===== src/rtl/load_store_queue_pkg.sv =====
// load_store_queue_pkg: shared widths, access-size codes, FSM states and lane helpers for the load/store queue.
package load_store_queue_pkg;
  localparam int XLEN = 32;
  localparam logic [2:0] LSQ_B  = 3'b000;
  localparam logic [2:0] LSQ_H  = 3'b001;
  localparam logic [2:0] LSQ_W  = 3'b010;
  localparam logic [2:0] LSQ_BU = 3'b100;
  localparam logic [2:0] LSQ_HU = 3'b101;
  typedef enum logic [1:0] {ST_IDLE, ST_REQ, ST_WAIT} lsq_state_e;
  typedef struct packed {
    logic            is_load;
    logic [2:0]      funct3;
    logic [4:0]      regd;
    logic [XLEN-1:0] addr;
    logic [XLEN-1:0] data;
  } lsq_entry_t;
  function automatic logic [3:0] store_be(input logic [2:0] f3, input logic [1:0] ofs);
    return f3[1] ? 4'b1111 : (f3[0] ? 4'b0011 : 4'b0001) << ofs;
  endfunction
  function automatic logic [XLEN-1:0] store_wdata(input logic [2:0] f3, input logic [XLEN-1:0] d);
    return f3[1] ? d : f3[0] ? {2{d[15:0]}} : {4{d[7:0]}};
  endfunction
  // funct3[2] selects zero-extension by masking the sign bit
  function automatic logic [XLEN-1:0] load_extend(input logic [2:0] f3, input logic [1:0] ofs,
                                                  input logic [XLEN-1:0] rdata);
    logic [XLEN-1:0] sh;
    sh = rdata >> {ofs, 3'b000};
    return f3[1] ? sh : f3[0] ? {{16{sh[15] & ~f3[2]}}, sh[15:0]} : {{24{sh[7] & ~f3[2]}}, sh[7:0]};
  endfunction
endpackage


===== src/rtl/load_store_queue_if.sv =====
// load_store_queue_if: data-memory request/response bus between the queue (master) and memory (slave).
interface load_store_queue_if;
  import load_store_queue_pkg::*;
  logic            req;
  logic            ready;
  logic            wr;
  logic [XLEN-1:0] addr;
  logic [3:0]      be;
  logic [XLEN-1:0] wdata;
  logic            rvalid;
  logic            rerr;
  logic [XLEN-1:0] rdata;
  modport master (output req, wr, addr, be, wdata, input ready, rvalid, rerr, rdata);
  modport slave  (input req, wr, addr, be, wdata, output ready, rvalid, rerr, rdata);
endinterface


===== src/rtl/load_store_queue_fifo.sv =====
// lsq_fifo: DEPTH-entry in-order buffer of load/store entries with registered occupancy count.
module lsq_fifo
  import load_store_queue_pkg::*;
#(
  parameter int DEPTH = 4
) (
  input  logic       clk_i,
  input  logic       resetb_i,
  input  logic       push,
  input  logic       pop,
  input  lsq_entry_t din,
  output lsq_entry_t head,
  output logic       full,
  output logic       empty
);
  localparam int AW = $clog2(DEPTH);
  lsq_entry_t mem [DEPTH];
  logic [AW-1:0] wr_ptr, rd_ptr;
  logic [AW:0]   count;
  always_ff @(posedge clk_i)
    if (push) mem[wr_ptr] <= din;
  // pointers wrap naturally because DEPTH is a power of two
  always_ff @(posedge clk_i or negedge resetb_i)
    if (!resetb_i) begin
      wr_ptr <= '0;
      rd_ptr <= '0;
      count  <= '0;
    end else begin
      wr_ptr <= wr_ptr + AW'(push);
      rd_ptr <= rd_ptr + AW'(pop);
      count  <= count + (AW+1)'(push) - (AW+1)'(pop);
    end
  assign head  = mem[rd_ptr];
  assign full  = count == (AW+1)'(DEPTH);
  assign empty = count == '0;
endmodule


===== src/rtl/load_store_queue.sv =====
// load_store_queue: in-order load/store queue issuing one memory transaction at a time with load write-back.
module load_store_queue
  import load_store_queue_pkg::*;
#(
  parameter int DEPTH = 4
) (
  input  logic                clk_i,
  input  logic                clk_en_i,
  input  logic                resetb_i,
  input  logic                exs_lq_wr_i,
  input  logic                exs_sq_wr_i,
  input  logic [2:0]          exs_funct3_i,
  input  logic [4:0]          exs_regd_addr_i,
  input  logic [XLEN-1:0]     exs_regs2_data_i,
  input  logic [XLEN-1:0]     exs_addr_i,
  output logic                exs_full_o,
  load_store_queue_if.master  dmem,
  output logic                regd_wr_o,
  output logic [4:0]          regd_addr_o,
  output logic [XLEN-1:0]     regd_data_o,
  output logic                hvec_laf_o,
  output logic                hvec_saf_o,
  output logic [XLEN-1:0]     hvec_fault_addr_o
);
  lsq_state_e state, next_state;
  lsq_entry_t head;
  logic       empty, push, resp;
  assign push = clk_en_i & (exs_lq_wr_i | exs_sq_wr_i) & ~exs_full_o;
  assign resp = clk_en_i & (state == ST_WAIT) & dmem.rvalid;
  lsq_fifo #(.DEPTH(DEPTH)) u_fifo (
    .clk_i    (clk_i),
    .resetb_i (resetb_i),
    .push     (push),
    .pop      (resp),
    .din      ('{is_load: exs_lq_wr_i, funct3: exs_funct3_i, regd: exs_regd_addr_i,
                 addr: exs_addr_i, data: exs_regs2_data_i}),
    .head     (head),
    .full     (exs_full_o),
    .empty    (empty)
  );
  always_ff @(posedge clk_i or negedge resetb_i)
    if (!resetb_i) state <= ST_IDLE;
    else if (clk_en_i) state <= next_state;
  always_comb begin
    next_state = state == ST_IDLE ? (empty ? ST_IDLE : ST_REQ) :
                 state == ST_REQ  ? (dmem.ready ? ST_WAIT : ST_REQ) :
                 state == ST_WAIT ? (dmem.rvalid ? ST_IDLE : ST_WAIT) : ST_IDLE;
  end
  assign dmem.req          = clk_en_i & (state == ST_REQ);
  assign dmem.wr           = ~head.is_load;
  assign dmem.addr         = {head.addr[XLEN-1:2], 2'b00};
  assign dmem.be           = store_be(head.funct3, head.addr[1:0]);
  assign dmem.wdata        = store_wdata(head.funct3, head.data);
  assign regd_wr_o         = resp & ~dmem.rerr & head.is_load;
  assign regd_addr_o       = head.regd;
  assign regd_data_o       = load_extend(head.funct3, head.addr[1:0], dmem.rdata);
  assign hvec_laf_o        = resp & dmem.rerr & head.is_load;
  assign hvec_saf_o        = resp & dmem.rerr & ~head.is_load;
  assign hvec_fault_addr_o = head.addr;
endmodule


===== src/flat_wrapper.sv =====
// flat-port wrapper written by rule: the top's interface ports become plain ports
module load_store_queue_flat import load_store_queue_pkg::*;
#(
  parameter int DEPTH = 4
)
  (clk_i, clk_en_i, resetb_i, exs_lq_wr_i, exs_sq_wr_i, exs_funct3_i, exs_regd_addr_i, exs_regs2_data_i, exs_addr_i, exs_full_o, regd_wr_o, regd_addr_o, regd_data_o, hvec_laf_o, hvec_saf_o, hvec_fault_addr_o, dmem_req, dmem_wr, dmem_addr, dmem_be, dmem_wdata, dmem_ready, dmem_rvalid, dmem_rerr, dmem_rdata);
  load_store_queue_if dmem_i ();
  input  logic clk_i;
  input  logic clk_en_i;
  input  logic resetb_i;
  input  logic exs_lq_wr_i;
  input  logic exs_sq_wr_i;
  input  logic [2:0] exs_funct3_i;
  input  logic [4:0] exs_regd_addr_i;
  input  logic [XLEN-1:0] exs_regs2_data_i;
  input  logic [XLEN-1:0] exs_addr_i;
  output logic exs_full_o;
  output logic regd_wr_o;
  output logic [4:0] regd_addr_o;
  output logic [XLEN-1:0] regd_data_o;
  output logic hvec_laf_o;
  output logic hvec_saf_o;
  output logic [XLEN-1:0] hvec_fault_addr_o;
  output wire logic [$bits(dmem_i.req)-1:0] dmem_req;
  output wire logic [$bits(dmem_i.wr)-1:0] dmem_wr;
  output wire logic [$bits(dmem_i.addr)-1:0] dmem_addr;
  output wire logic [$bits(dmem_i.be)-1:0] dmem_be;
  output wire logic [$bits(dmem_i.wdata)-1:0] dmem_wdata;
  input wire logic [$bits(dmem_i.ready)-1:0] dmem_ready;
  input wire logic [$bits(dmem_i.rvalid)-1:0] dmem_rvalid;
  input wire logic [$bits(dmem_i.rerr)-1:0] dmem_rerr;
  input wire logic [$bits(dmem_i.rdata)-1:0] dmem_rdata;
  assign dmem_req = dmem_i.req;
  assign dmem_wr = dmem_i.wr;
  assign dmem_addr = dmem_i.addr;
  assign dmem_be = dmem_i.be;
  assign dmem_wdata = dmem_i.wdata;
  assign dmem_i.ready = dmem_ready;
  assign dmem_i.rvalid = dmem_rvalid;
  assign dmem_i.rerr = dmem_rerr;
  assign dmem_i.rdata = dmem_rdata;
  load_store_queue #(.DEPTH(DEPTH)) u_core (.clk_i(clk_i), .clk_en_i(clk_en_i), .resetb_i(resetb_i), .exs_lq_wr_i(exs_lq_wr_i), .exs_sq_wr_i(exs_sq_wr_i), .exs_funct3_i(exs_funct3_i), .exs_regd_addr_i(exs_regd_addr_i), .exs_regs2_data_i(exs_regs2_data_i), .exs_addr_i(exs_addr_i), .exs_full_o(exs_full_o), .dmem(dmem_i), .regd_wr_o(regd_wr_o), .regd_addr_o(regd_addr_o), .regd_data_o(regd_data_o), .hvec_laf_o(hvec_laf_o), .hvec_saf_o(hvec_saf_o), .hvec_fault_addr_o(hvec_fault_addr_o));
endmodule

===== config.mk =====
export PLATFORM = sky130hd
export DESIGN_NAME = load_store_queue_flat
export DESIGN_NICKNAME = d
export VERILOG_FILES = /design/src/rtl/load_store_queue_pkg.sv /design/src/rtl/load_store_queue_if.sv /design/src/rtl/load_store_queue_fifo.sv /design/src/rtl/load_store_queue.sv /design/src/flat_wrapper.sv
export SDC_FILE = /design/constraint.sdc
export NUM_CORES = 1
export LEC_CHECK = 0
export CORE_MARGIN = 2
export CORE_UTILIZATION = 45
export DETAILED_ROUTE_END_ITERATION = 12
export GPL_TIMING_DRIVEN = 0
export PLACE_DENSITY_LB_ADDON = 0.25
export SLEW_MARGIN = 10
export SYNTH_ARGS = -nofsm -noshare
export SYNTH_HDL_FRONTEND = slang
export SYNTH_HIERARCHICAL = 1
export SYNTH_SLANG_ARGS = --single-unit

===== constraint.sdc =====
create_clock -name clk_i -period 13.05 [get_ports clk_i]
set_input_delay 2.61 -clock clk_i [delete_from_list [all_inputs] [get_ports clk_i]]
set_output_delay 2.61 -clock clk_i [all_outputs]
set_load 0.005 [all_outputs]

==> results of run 1 <==
## worst max-delay path by stage
stage	startpoint	endpoint	slack (ns)	cells after the start
after global routing	dmem_rdata[31]	regd_data_o[21]	5.62	6
after floorplan	clk_en_i	u_core/u_fifo/mem[0][0]$_DFFE_PP_	4.01	3
after detailed placement	dmem_rdata[31]	regd_data_o[8]	5.72	5
after CTS	dmem_rdata[31]	regd_data_o[8]	5.72	5
after global placement	clk_en_i	u_core/u_fifo/mem[0][3]$_DFFE_PP_	-0.79	4
final	dmem_rdata[31]	regd_data_o[23]	5.72	6
## flip-flops by register name (all words and copies together), names as in the netlist
name,count
u_core/u_fifo/mem,292
u_core/state,2
u_core/u_fifo/rd_ptr,2
u_core/u_fifo/count,3
u_core/u_fifo/wr_ptr,2
## power by group
| group | internal [mW] | switching (mW) |
|---|---|---|
| Sequential | 1.23 | 0.0386 |
| Combinational | 1.03 | 0.745 |
| Clock | 0.445 | 0.326 |
## placed cells by master, fill, tap and decap left out, drive strengths merged, types with 3 or more instances in the layout
cell / instances
a211oi: 14
a21oi: 7
and3: 3
buf: 68
clkbuf: 42
clkdlybuf4s50: 252
clkinv: 12
dfrtp: 9
edfxtp: 292
ha: 4
inv: 11
mux2: 16
mux2i: 24
mux4: 75
nand2: 18
nor2: 20
nor2b: 9
nor3b: 4
o21ai: 28
## per-stage QoR
stage	setup slack (ns)	utilization (%)	hold WS, ns	instances	instance area (sq um)
floorplan	4.007	-	0.4764	618	12450
global placement	-0.7861	56.97	0.5027	1211	15400
detailed placement	5.717	57.60	0.5144	1222	15570
CTS	5.721	60.85	0.5273	1273	16440
global route	5.617	60.85	0.5522	1273	16440
finish	5.722	60.85	0.5231	1273	16440
## final cells by class
type / instances / area share [%]
Buffer: 64 / 3.120
Inverter: 9 / 0.2054
Timing Repair Buffer: 263 / 16.27
Tap cell: 341 / 2.595
Clock buffer: 35 / 4.550
Clock inverter: 16 / 0.7837
Multi-Input combinational cell: 244 / 17.78
Sequential cell: 301 / 54.69
## per-layer routing
metal,GRT usage [%],vias to the layer above
li1,-,3077
met1,22.69,3390
met2,33.16,265
met3,4.302,44
met4,5.165,2
met5,0,-
## kinds of logic (layout without fill, tap and decap cells)
kind of cell               count (synthesis)  in the layout  synth area share (%)
AOI/OAI and AO/OA                         58             58                 3.037
xor gates and xnor gates                   3              3                0.3218
muxes                                    115            115                 16.98
adders and majority gates                  5              5                0.5631
and+or+nand+nor                           61             61                 2.393
other                                      1              2               0.03014
buffers and inverters                     73            387                 4.394
DFF                                      301            301                 72.28
==> impl_metrics.py, run 1 <==
metrics = {
    "status": {
        "status": "completed",
    },
    "global_routing": {
        "grt_start_max_net_pins": 49,
        "grt_pass1_vias": 7126,
        "grtUsageTotal_pct": 18.57,
        "grt_pass1_wl_microns": 40770,
        "antenna_found_initial": 2,
        "grt.overflow.total": 0,
    },
    "cells_and_area": {
        "drive_gt1_share_pct": 21.89,
        "syn2layout_area_growth_pct": 32.16,
        "regArea_sq_um": 8994,
        "final_nets": 1029,
        "diodes": 0,
        "multi_input_area_sq_um": 2924,
        "fillers": 1984,
    },
    "power": {
        "power_mw": 3.814,
        "powerDensity_nw_per_um2": 232.0,
        "power_leakage_nw": 5.581,
        "ir_drop_mv": 0.1699,
    },
    "detailed_routing": {
        "vias": 6778,
        "dr.pass1.iters": 4,
        "topRoutingLayerUsed": "met5",
        "drtIter0Drc": 331,
        "drt_drc_violations_left": 0,
        "wl_per_cell_microns": 20.99,
        "routedLengthMet1_microns": 10230,
        "met3_wirelength_microns": 2119,
        "drtAntennaViolNets": 0,
        "vias_per_cell": 5.324,
        "routed_wl_microns": 26720,
        "met2_length_microns": 13730,
    },
    "clock_network": {
        "clock-root-buffer": "clkbuf_16",
        "cts_resized": 0,
        "clk_pin_slew_worst_paths_ns": 0.06,
        "post_cts_buffers": 0,
        "cts_sinks": 301,
        "cts_max_path_buffers": 3,
        "holdBufCountCts": 0,
        "cts_buffers": 29,
        "clk_latency_ns": 0.54,
        "h-tree-depth": 1,
        "cts_tree": "built",
    },
    "placed_design": {
        "post-dp-hpwl_microns": 18300,
        "port_buffers": 252,
        "gp_congestion": 0.7912,
    },
    "setup_path": {
        "rr_endpoint": "u_core/u_fifo/mem[0][7]$_DFFE_PP_",
        "r2r-start": "u_core/u_fifo/count[2]$_DFF_PN0_",
        "path_cells": "clkdlybuf4s50_1 > mux4_2 > o211ai_2 > buf_6 > o21ai_1 > clkdlybuf4s50_1",
        "end_kind": "output pin",
        "reg2regPathDepth": 7,
        "cp_slowest_stage_delay_ns": 0.52,
        "cpMostUsedCell": "clkdlybuf4s50_1",
        "cp.buffers_inverters": 3,
        "cp_max_fo": 10,
        "cp.arrival_ns": 4.72,
        "rrSetupSlack_ns": 9.96,
        "path_class": "primary input to output pin",
        "cp-start-kind": "primary input",
        "crit_required_ns": 10.44,
        "path_delay_family": "buffers and inverters",
        "slowest_stage": "mux4_2",
    },
    "timing": {
        "setup_viol_count_final": 0,
        "fin_skew_ns": 0.01630,
        "slew_violations": 0,
        "hold_violations": 0,
        "setup_tns_ns": 0,
        "max_slew.worst_pin.slew_ns": 1.152,
        "maxSlewHeadroom_pct": 22.90,
        "period_minus_slack_ns": 7.328,
        "finalCritPeriodShare_pct": 56.15,
        "rsz0062_at_grt": "false",
        "timing.fmax_ghz": 0.1365,
    },
    "synth": {
        "yosys-top-cells-count": "292 x edfxtp_1, 74 x mux4_2, 32 x buf_4",
        "syn_avg_cell_area_sq_um": 20.17,
        "ys_ff_latch": 301,
        "yosysSeqAreaShare_pct": 72.28,
        "yosysTopAreaCell": "edfxtp_1",
        "yosys_most_used_dff": "edfxtp_1",
        "synth-edff-count": 292,
        "syn_inst": 617,
        "syn_area_sq_um": 12440,
        "yosysWarnings": 6,
        "synth_most_common_cell": "edfxtp_1",
        "synth_top_area_share_pct": 70.47,
        "synth_cell_types": 40,
        "ys_top_cells_by_area": "edfxtp_1 70%, mux4_2 13%, mux2i_1 1.9%",
        "async_flop_share_pct": 2.990,
    },
    "floorplan": {
        "rows": 60,
        "pin_count": 255,
        "fp.dieH_microns": 170.3,
        "die_area_sq_um": 29000,
        "core_area_sq_um": 27030,
        "fp.dieW_microns": 170.3,
        "start_util_pct": 46.04,
    },
    "hold_path": {
        "whs_endpoint": "u_core/u_fifo/rd_ptr[0]$_DFF_PN0_",
        "hold_path.class": "flop to flop",
        "whs_path_depth": 1,
        "min_from": "u_core/u_fifo/rd_ptr[0]$_DFF_PN0_",
    },
    "run": {
        "drv_cap": 0,
    },
}
(Power assumes the default switching activity.)
==> inputs of run 2 (changes only) <==
Clock period 13.05 ns to 6.63 ns, I/O delays scaled along.
==> run 2 against run 1 <==
  * Register-to-register slack got worse by 6.1 ns
  * Clock skew fell by 0.0029 ns
  * Cell area rose by 0.70%
  * Wire length rose by 1.3%
  * Combinational power rose by 98%
  * Die area did not move
  * Critical path type is now flop to output pin
  * Critical endpoint is now dmem_wdata[14]
  * Largest cell class unchanged
  * Largest power group unchanged
==> impl_metrics.py, run 2 (synthesized netlist as in run 1, its figures left out) <==
metrics = {
    "status": {
        "status": "completed",
    },
    "setup_path": {
        "cp_max_fo": 10,
        "crit_end": "dmem_wdata[14]",
        "rrSetupSlack_ns": 3.90,
        "reg2regPathDepth": 5,
        "crit_required_ns": 5.30,
        "path_class": "flop to output pin",
        "cp-start-kind": "flop",
        "slowest_stage": "nor2_1",
        "cpMostUsedCell": "buf_6",
        "rr_endpoint": "u_core/u_fifo/mem[0][22]$_DFFE_PP_",
        "crit_path_start": "u_core/u_fifo/rd_ptr[0]$_DFF_PN0_",
        "cp.arrival_ns": 3.98,
        "cp_slowest_stage_delay_ns": 0.75,
        "r2r-start": "u_core/u_fifo/count[2]$_DFF_PN0_",
        "cp.buffers_inverters": 5,
        "end_kind": "output pin",
        "path_delay_family": "buffers and inverters",
        "critical_path_depth": 8,
        "path_cells": "buf_6 > buf_12 > mux4_2 > buf_6 > nor2_1 > buf_2 > mux2_2 > clkdlybuf4s50_1",
    },
    "timing": {
        "hold_ws_ns": 0.5238,
        "max_slew.worst_pin.slew_ns": 1.002,
        "hold_violations": 0,
        "setup_viol_count_final": 0,
        "fin_ws_ns": 1.319,
        "maxSlewHeadroom_pct": 32.92,
        "rsz0062_at_grt": "false",
        "setup_tns_ns": 0,
        "period_minus_slack_ns": 5.311,
        "fin_skew_ns": 0.01344,
        "finalCritPeriodShare_pct": 80.10,
        "timing.fmax_ghz": 0.1883,
        "slew_violations": 0,
    },
    "clock_network": {
        "h-tree-depth": 1,
        "holdBufCountCts": 0,
        "cts_tree": "built",
        "cts_resized": 0,
        "clk_latency_ns": 0.55,
        "cts_buffers": 30,
        "clock-root-buffer": "clkbuf_16",
        "post_cts_buffers": 0,
        "cts_max_path_buffers": 3,
        "clk_pin_slew_worst_paths_ns": 0.06,
        "cts_sinks": 301,
    },
    "global_routing": {
        "grt_pass1_vias": 7145,
        "grt_pass1_wl_microns": 40640,
        "grt_start_max_net_pins": 43,
        "grtUsageTotal_pct": 18.59,
        "antenna_found_initial": 3,
        "grt.overflow.total": 0,
    },
    "cells_and_area": {
        "diodes": 0,
        "drive_gt1_share_pct": 22.48,
        "final_nets": 1027,
        "syn2layout_area_growth_pct": 33.08,
        "postLayoutCoreUtil_pct": 61.27,
        "largest-register": "u_core/u_fifo/mem",
        "largest_reg_flops": 292,
        "fin_cells": 1275,
        "most-common-layout-cells": "292 x edfxtp_1, 252 x clkdlybuf4s50_1, 74 x mux4_2",
        "final_common_cell": "edfxtp_1",
        "design_area_sq_um": 16560,
        "largestRegisters": "u_core/u_fifo/mem (292), u_core/u_fifo/count (3)",
    },
    "floorplan": {
        "core_area_sq_um": 27030,
        "fp.dieW_microns": 170.3,
        "die_area_sq_um": 29000,
        "rows": 60,
        "fp.dieH_microns": 170.3,
        "start_util_pct": 46.04,
        "pin_count": 255,
    },
    "power": {
        "ir_drop_mv": 0.2917,
        "power_leakage_nw": 5.637,
        "powerDensity_nw_per_um2": 463.8,
        "power_mw": 7.681,
    },
    "placed_design": {
        "port_buffers": 252,
        "gp_congestion": 0.8289,
        "post-dp-hpwl_microns": 18300,
        "placed_cells": 1219,
        "dpl_cell_area_sq_um": 15560,
        "dpl_worst_slack_ns": 1.729,
    },
    "hold_path": {
        "min_from": "u_core/u_fifo/rd_ptr[0]$_DFF_PN0_",
        "hold_path.class": "flop to flop",
    },
    "detailed_routing": {
        "drt_drc_violations_left": 0,
        "drtAntennaViolNets": 0,
        "dr.pass1.iters": 6,
        "wl_per_cell_microns": 21.24,
        "routed_wl_microns": 27080,
        "vias": 6803,
        "drtIter0Drc": 297,
        "vias_per_cell": 5.336,
    },
    "run": {
        "drv_cap": 0,
    },
}
==> run 2: cell types whose count changed in the layout (fill, tap and decap cells not counted), moves of 2 or more <==
cell / delta
clkbuf_1: -5
clkinv_2: +5
buf_4: -4
buf_8: +4
buf_6: -3
bufinv_16: +2
clkbuf_16: +2
==> run 2: worst min path at each step <==
stage                                                   end  depth (start not counted)
final                     u_core/u_fifo/rd_ptr[0]$_DFF_PN0_                          1
after global placement    u_core/u_fifo/rd_ptr[0]$_DFF_PN0_                          1
after detailed placement  u_core/u_fifo/rd_ptr[0]$_DFF_PN0_                          1
after floorplan                 u_core/state[0]$_DFFE_PN0P_                          1
after CTS                 u_core/u_fifo/rd_ptr[0]$_DFF_PN0_                          1
after global routing      u_core/u_fifo/rd_ptr[0]$_DFF_PN0_                          1
==> run 2: report_power, final <==
part	internal [mW]	switching, mW
combinational	2.03	1.47
sequential	2.42	0.0769
clock	1.00	0.682
total	5.45	2.23
==> run 2: routing by layer <==
layer | GRT usage [%] | share of wire (%)
met2 | 33.19 | 50
met5 | 0 | 0.10
met4 | 4.608 | 1.9
met1 | 22.70 | 40
met3 | 4.674 | 8.1
==> run 2: cell type report <==
type	count	area [sq um]
fillers	1981	10470
clock buffers	32	779.5
multi-input cells	244	2930
clock inverters	24	217.7
flip-flops and latches	301	8994
well taps	341	426.7
plain buffers	64	513.0
inverters	9	33.78
repair buffers	260	2665
==> run 2: worst reg2reg max path, stage by stage, from the launching register on <==
cell,delay [ns]
dfrtp_1,0.39
nor3b_1,0.16
nor3_1,0.57
nor3b_4,0.82
buf_8,0.27
buf_8,0.21
==> inputs of run 3 (changes only) <==
Clock period 6.63 ns to 5.2 ns, I/O delays scaled along.
==> run 3 against run 2 <==
  * Cell count unchanged
  * Register-to-register slack lost 1.4 ns
  * Clock power is 28% higher
  * Sequential share of layout area hardly changed
  * Flip-flop and latch count did not move
  * Non-clock buffer count is the same
  * Clock skew about the same
  * Critical endpoint is now regd_data_o[15]
==> impl_metrics.py, run 3 (synthesized netlist as in run 1, its figures left out) <==
metrics = {
    "status": {
        "status": "completed",
    },
    "cells_and_area": {
        "final_common_cell": "edfxtp_1",
        "fin_cells": 1275,
        "final_nets": 1027,
        "postLayoutCoreUtil_pct": 61.28,
        "fillers": 1980,
        "drive_gt1_share_pct": 22.59,
        "largestRegisters": "u_core/u_fifo/mem (292), u_core/u_fifo/count (3)",
        "most-common-layout-cells": "292 x edfxtp_1, 252 x clkdlybuf4s50_1, 74 x mux4_2",
        "diodes": 0,
        "syn2layout_area_growth_pct": 33.10,
        "largest_reg_flops": 292,
        "largest-register": "u_core/u_fifo/mem",
    },
    "setup_path": {
        "path_cells": "buf_2 > buf_2 > mux4_2 > buf_2 > buf_2 > nor2_1 > a221oi_1 > nor2_1 > clkdlybuf4s50_1",
        "cp.arrival_ns": 3.97,
        "cpMostUsedCell": "buf_2",
        "cp.buffers_inverters": 5,
        "slowest_stage": "nor2_1",
        "end_kind": "output pin",
        "cp_slowest_stage_delay_ns": 0.60,
        "crit_required_ns": 4.16,
        "path_class": "flop to output pin",
        "cp_max_fo": 10,
        "path_delay_family": "buffers and inverters",
        "cp-start-kind": "flop",
    },
    "global_routing": {
        "grtUsageTotal_pct": 18.59,
        "antenna_found_initial": 3,
        "grt.overflow.total": 0,
        "grt_pass1_vias": 7145,
        "grt_start_max_net_pins": 43,
        "grt_pass1_wl_microns": 40640,
    },
    "clock_network": {
        "h-tree-depth": 1,
        "clk_latency_ns": 0.55,
        "clk_pin_slew_worst_paths_ns": 0.06,
        "clock-root-buffer": "clkbuf_16",
        "cts_tree": "built",
        "cts_sinks": 301,
        "cts_max_path_buffers": 3,
        "cts_buffers": 30,
    },
    "detailed_routing": {
        "routed_wl_microns": 27090,
        "dr.pass1.iters": 6,
        "vias": 6804,
        "vias_per_cell": 5.336,
        "drtAntennaViolNets": 0,
        "drt_drc_violations_left": 0,
        "wl_per_cell_microns": 21.25,
        "drtIter0Drc": 297,
    },
    "hold_path": {
        "hold_path.class": "flop to flop",
    },
    "floorplan": {
        "fp.dieH_microns": 170.3,
        "core_area_sq_um": 27030,
        "rows": 60,
        "fp.dieW_microns": 170.3,
        "die_area_sq_um": 29000,
        "pin_count": 255,
        "start_util_pct": 46.04,
    },
    "power": {
        "intPower_mw": 6.950,
        "clkPwrFrac_pct": 21.9,
        "ir_drop_mv": 0.3719,
        "switchingPower_mw": 2.844,
        "pwr-share-seq_pct": 32.5,
        "p_comb_share_pct": 45.6,
        "powerDensity_nw_per_um2": 591.3,
        "p_sw_share_pct": 29.04,
        "power_leakage_nw": 5.637,
    },
    "placed_design": {
        "port_buffers": 252,
        "placed_cells": 1219,
        "gp_congestion": 0.8289,
        "post-dp-hpwl_microns": 18300,
    },
    "timing": {
        "rsz0062_at_grt": "false",
        "period_minus_slack_ns": 5.012,
        "finalCritPeriodShare_pct": 96.38,
        "setup_viol_count_final": 0,
        "fin_skew_ns": 0.01343,
        "hold_violations": 0,
        "slew_violations": 0,
        "maxSlewHeadroom_pct": 36.16,
        "max_slew.worst_pin.slew_ns": 0.9575,
        "timing.fmax_ghz": 0.1995,
    },
    "run": {
        "drv_cap": 0,
    },
}
==> run 3: area by class of cell <==
cell class / instances / area (sq um) / share of cell area [%]
Clock inverter: 24 / 217.7 / 1.315
Buffer: 64 / 513.0 / 3.097
Clock buffer: 32 / 779.5 / 4.707
Timing Repair Buffer: 260 / 2665 / 16.09
Multi-Input combinational cell: 244 / 2933 / 17.71
Sequential cell: 301 / 8994 / 54.30
Inverter: 9 / 33.78 / 0.2040
Tap cell: 341 / 426.7 / 2.576
==> run 3: worst register-to-register path: stages, from the launching register on <==
cell and delay [ns]:
dfrtp_1 0.39, nor3b_1 0.16, nor3_1 0.57, nor3b_4 0.82
buf_8 0.27, buf_8 0.21
==> run 3: power by group through the flow <==
stage,Sequential [mW],Combinational [mW],Clock [mW]
after floorplan,3.23,2.26,0
after global placement,3.28,4.44,0
after detailed placement,3.24,4.53,0
after CTS,3.19,4.55,2.20
after global routing,3.22,4.81,2.29
final,3.19,4.46,2.15
==> run 3: metrics by stage <==
step / setup TNS (ns) / total power [mW] / setup WS (ns) / hold WS (ns) / cell area (sq um)
after global routing: 0 / 10.31 / 0.005875 / 0.5533 / 16560
final: 0 / 9.794 / 0.1883 / 0.5238 / 16560
after floorplan: 0 / 5.486 / 0.3355 / 0.4764 / 12450
after global placement: -304.62 / 7.716 / -2.568 / 0.5019 / 15400
after CTS: 0 / 9.943 / 0.09991 / 0.5292 / 16560
after detailed placement: 0 / 7.767 / 0.5850 / 0.5148 / 15560
==> run 3: what timing repair did <==
item                       in CTS  in global routing
gates resized for setup         1                  0
hold buffers                    0                  0
hold endpoints to repair        0                  0
setup buffers                   0                  0
setup endpoints to repair       2                  0
==> run 3: worst paths after layout <==
path / to / startpoint / slack, ns / cells past startpoint
setup / recovery: regd_data_o[15] / u_core/u_fifo/rd_ptr[1]$_DFF_PN0_ / 0.19 / 9
hold / removal: u_core/u_fifo/rd_ptr[0]$_DFF_PN0_ / u_core/u_fifo/rd_ptr[0]$_DFF_PN0_ / 0.52 / 1
setup reg to reg: u_core/u_fifo/mem[0][22]$_DFFE_PP_ / u_core/u_fifo/count[2]$_DFF_PN0_ / 2.46 / 5
hold reg to reg: u_core/u_fifo/rd_ptr[0]$_DFF_PN0_ / u_core/u_fifo/rd_ptr[0]$_DFF_PN0_ / 0.52 / 1
max in group asynchronous: u_core/u_fifo/count[0]$_DFF_PN0_ / resetb_i / 4.09 / 1
min in group asynchronous: u_core/state[1]$_DFFE_PN0P_ / resetb_i / 0.81 / 1
==> run 3: metal layers <==
metal	global-route usage [%]	up-vias	wire, microns
li1	-	3077	-
met1	22.70	3414	10690
met2	33.19	272	13620
met3	4.674	37	2243
met4	4.608	4	508
met5	0	-	27
